==> src/rtl/vc_dest_arbiter.sv <==
// Pops the VC0/VC1 FIFOs with weighted VC0 priority and routes each word by its
// destination bit into the D0/D1 FIFOs through a pop -> pend -> push pipeline.
module vc_dest_arbiter #(
  parameter int unsigned data_width = 6,
  parameter int unsigned dest_bit   = 4,
  parameter int unsigned vc0_weight = 4,
  parameter int unsigned cnt_width  = 8
) (
  input  logic                  clk,
  input  logic                  reset,
  input  logic                  init,
  input  logic [data_width-1:0] vc0_data,
  input  logic [data_width-1:0] vc1_data,
  input  logic                  vc0_empty,
  input  logic                  vc1_empty,
  input  logic                  d0_almost_full,
  input  logic                  d1_almost_full,
  input  logic                  d0_full,
  input  logic                  d1_full,
  output logic                  vc0_pop,
  output logic                  vc1_pop,
  output logic                  d0_push,
  output logic                  d1_push,
  output logic [data_width-1:0] d0_data,
  output logic [data_width-1:0] d1_data,
  output logic [cnt_width-1:0]  d0_count,
  output logic [cnt_width-1:0]  d1_count,
  output logic                  overflow_err,
  output logic                  idle
);

  localparam int unsigned burst_width = 4;
  localparam logic [burst_width-1:0] burst_max = burst_width'(vc0_weight);

  logic                   flush;
  logic                   pop_ok;
  logic                   pend_valid;
  logic                   pend_src;
  logic [burst_width-1:0] burst_cnt;
  logic [data_width-1:0]  word;

  assign flush = reset | ~init;

  // Destination is unknown at pop time, so both D FIFOs must have room.
  assign pop_ok  = ~flush & ~d0_almost_full & ~d1_almost_full & ~d0_full & ~d1_full;
  assign vc0_pop = pop_ok & ~vc0_empty & (vc1_empty | (burst_cnt < burst_max));
  assign vc1_pop = pop_ok & ~vc1_empty & ~vc0_pop;

  assign word = pend_src ? vc1_data : vc0_data;
  assign idle = ~pend_valid & ~d0_push & ~d1_push & vc0_empty & vc1_empty;

  // Consecutive VC0 grants while VC1 is waiting
  always_ff @(posedge clk) begin
    if (flush) begin
      burst_cnt <= '0;
    end else if (vc1_pop) begin
      burst_cnt <= '0;
    end else if (vc0_pop && !vc1_empty) begin
      if (burst_cnt != burst_max) burst_cnt <= burst_cnt + burst_width'(1);
    end else if (vc1_empty) begin
      burst_cnt <= '0;
    end
  end

  // Pend stage: remembers which VC will present data next cycle
  always_ff @(posedge clk) begin
    if (flush) begin
      pend_valid <= 1'b0;
      pend_src   <= 1'b0;
    end else begin
      pend_valid <= vc0_pop | vc1_pop;
      pend_src   <= vc1_pop;
    end
  end

  // Push stage: route by destination bit; unused data register holds
  always_ff @(posedge clk) begin
    if (flush) begin
      d0_push <= 1'b0;
      d1_push <= 1'b0;
      d0_data <= '0;
      d1_data <= '0;
    end else begin
      d0_push <= pend_valid & ~word[dest_bit];
      d1_push <= pend_valid & word[dest_bit];
      if (pend_valid && !word[dest_bit]) d0_data <= word;
      if (pend_valid && word[dest_bit])  d1_data <= word;
    end
  end

  // Forwarded-word counters and sticky overflow flag
  always_ff @(posedge clk) begin
    if (flush) begin
      d0_count     <= '0;
      d1_count     <= '0;
      overflow_err <= 1'b0;
    end else begin
      if (d0_push) d0_count <= d0_count + cnt_width'(1);
      if (d1_push) d1_count <= d1_count + cnt_width'(1);
      if ((d0_push && d0_full) || (d1_push && d1_full)) overflow_err <= 1'b1;
    end
  end

endmodule

==> config.mk <==
export PLATFORM = sky130hd
export DESIGN_NAME = vc_dest_arbiter
export DESIGN_NICKNAME = d
export VERILOG_FILES = /design/src/rtl/vc_dest_arbiter.sv
export SDC_FILE = /design/constraint.sdc
export NUM_CORES = 1
export LEC_CHECK = 0
export BUFFER_PORTS_ARGS = -buffer_cell sky130_fd_sc_hd__buf_2
export CORE_ASPECT_RATIO = 2
export CORE_UTILIZATION = 30
export DETAILED_ROUTE_END_ITERATION = 8
export PLACE_DENSITY = 0.6
export SYNTH_ARGS = -nofsm -noshare
export SYNTH_HDL_FRONTEND = slang
export SYNTH_SLANG_ARGS = --single-unit
==> constraint.sdc <==
create_clock -name clk -period 1.1 [get_ports clk]
set_input_delay 0.165 -clock clk [delete_from_list [all_inputs] [get_ports clk]]
set_output_delay 0.165 -clock clk [all_outputs]
set_load 0.005 [all_outputs]
==> flow_summary.ini <==
[synthesis]
synthDistinctLibCells = 33
synth_area_leader_cell = dfxtp_1
synth_seq_cells = 37
ys_async_sr_fraction = 0
yosys_warnings = 0
synth_edf_count = 0
syn_area_per_cell_um2 = 9.59
synth_top_area_share = 0.457
seq_area_frac_synth = 0.457
synth_area_leaders = dfxtp_1, mux2i_1, nand2_1
synthFlopType = dfxtp_1
syn_area_um2 = 1620
synthesis.instances = 169
synth.most_common_cell = dfxtp_1
synthesis.nets = 194
netlist_top_cells_count = dfxtp_1, nand2_1, nor2_1, mux2i_1, a21oi_1

[global_route]
grt_first_pass_wirelength_mm = 6.34
grt_max_degree = 17
grt_pass1_vias = 1474
track_usage = 0.150
overflow = 0
antenna_found_initial = 0

[finish]
final_util = 0.478
seqCellArea_um2 = 781
fillers = 535
diodes = 0
nets = 278
multi_input_area_um2 = 916
final_layout_size_suffix_gt1_frac = 0.563
syn_to_final_growth_pct = 53.1
final_area_um2 = 2480

[sta]
clock_skew_ns = 0.00870
whs_ns = 0.137
fin_crit_sh = 1.18
hold_viol = 0
worst_pin_slew_ns = 0.289
layout_setup_ws_ns = -0.199
fmax_mhz = 770
period_minus_slack_ns = 1.30
rsz0062_at_grt = true
setup_violations = 13
final.setup.tns_ns = -0.647
slew_violations = 0
relSlewSlack = 0.808

[run_status]
status = finished, violations left
violations = setup timing

[setup_path]
path_cells = buf_6 > nor4_2 > buf_2
cp_data_required_time_ns = 0.94
worstReg2RegEnd = burst_cnt[2]
cp-start-kind = flip-flop
slowest_delay_ns = 0.35
cp_slowest_cell = dfxtp_4
reg2reg_depth = 4
critical-path-top-delay-family = flip-flops
arrival_ns = 1.13
worstSetupPathType = flip-flop to primary output
endpoint_kind = primary output
crit_buf_inv = 2
cp_max_fo = 2
cp.depth = 3
r2r_start = burst_cnt[3]
crit_end = idle
r2r_slack_ns = -0.04
crit_start = d0_push

[die]
start_util = 0.312
core-area_um2 = 5180
ios = 55
dieArea_um2 = 5720
die_w_um = 54.0
die_y_um = 106
rows = 37

[pwr]
p_leak_nw = 1.12
p_per_area_nw_per_um2 = 1090
ir_worst_vdd_uv = 875

[worst_hold_path]
hold_class = input pin to flip-flop

[route]
vias_per_cell = 4.84
wl_per_cell_um = 12.6
wirelength_mm = 3.93
first_iter_violations = 9
route.vias.total = 1509
dr.pass1.iters = 4
postRouteAntennaNets = 0
drc = 0

[clock_tree]
tritoncts = yes
clk_pin_slew_ns = 0.08
ctsHoldBuffers = 0
h-tree-depth = 2
clkLatencyLatePin_ns = 0.29
cts_sinks = 37
cts_buffer_depth = 2
cts_buffers = 5
cts_root_buffer = clkbuf_8

[place]
io_buffers = 54
place_area_um2 = 2120
dpl.hpwl_mm = 2.85
gp_congestion = 0.769

[run]
drv_cap = 0
layout make-up:
cell class                      instances  area share
Sequential cell                        37       0.315
Timing Repair Buffer                   87       0.234
Tap cell                               58      0.0293
Clock buffer                            6      0.0333
Inverter                                3     0.00454
Multi-Input combinational cell        119       0.369
Clock inverter                          2      0.0151
metrics by stage:
| stage | std cells | worst slack, ns | power, mW |
|---|---|---|---|
| 2_1_floorplan | 169 | -0.0213 | 1.42 |
| 3_3_place_gp | 295 | -0.122 | 1.49 |
| 3_5_place_dp | 295 | -0.118 | 1.49 |
| 4_1_cts | 311 | -0.221 | 2.73 |
| 5_1_grt | 312 | -0.256 | 2.82 |
| 6_report | 312 | -0.199 | 2.71 |
layout by cell type, fill, tap and decap left out, drive strengths merged:
master	netlist	layout
or4	1	1
nor4	2	2
nor3	4	4
nand2b	2	2
mux2	5	5
a211oi	3	3
bufinv	0	1
dfxtp	37	37
clkinvlp	0	1
nand4	9	9
a221oi	1	1
ha	4	4
nand2	22	22
clkbuf	2	6
nand3	4	4
nor2b	1	1
or3	6	6
inv	3	3
xnor2	2	2
and3	1	1
xor2	6	6
nor4b	1	1
nor2	15	15
buf	8	87
a21oi	8	8
mux2i	13	13
o21ai	9	9
what timing repair did:
item,4_1_cts,5_1_grt
resized for setup,21,32
endpoints found under the setup margin,18,35
pin swaps,15,12
buffers inserted,8,3
metal layers:
metal	vias up	part of all wire	wire (µm)	track usage
met4	0	0.016	64	0.0771
met2	42	0.56	2190	0.264
met5	-	0	0	0
met1	707	0.39	1540	0.155
li1	754	-	-	-
met3	6	0.035	139	0.0300
state kept, by name, summed over array words and instances, names as in the netlist:
signal        cells
pend_src          1
d0_push           1
d0_data           6
d0_count          8
d1_data           6
pend_valid        1
burst_cnt         4
overflow_err      1
d1_count          8
d1_push           1
report_power, final:
part,switching (mW),internal (mW)
clock,0.489,0.737
combinational,0.0829,0.0759
sequential,0.00107,1.32
total,0.573,2.13
worst register-to-register path: stages (launching register included):
cell and delay [ns]:
dfxtp_2 0.34, nor3_4 0.23, buf_6 0.14, nand4_1 0.12
a211oi_2 0.22
worst min-delay path by stage:
stage,from,endpoint,slack (ns),cells past startpoint
2_1_floorplan,vc0_empty,pend_valid,0.26,1
5_1_grt,vc0_empty,pend_valid,0.15,2
3_5_place_dp,vc0_empty,pend_valid,0.41,2
4_1_cts,vc0_empty,pend_valid,0.13,2
6_report,d1_full,overflow_err,0.14,3
3_3_place_gp,vc0_empty,pend_valid,0.41,2
kinds of logic (layout without fill, tap and decap cells):
group / count (synthesis) / in the layout / synth area share
simple gates: 68 / 68 / 0.236
flops: 37 / 37 / 0.457
compound gates: 21 / 21 / 0.0718
mux: 18 / 18 / 0.115
buf+inv: 13 / 98 / 0.0456
xor+xnor: 8 / 8 / 0.0432
fa+ha+maj: 4 / 4 / 0.0309
No activity file was read; power rests on OpenSTA's default activity.
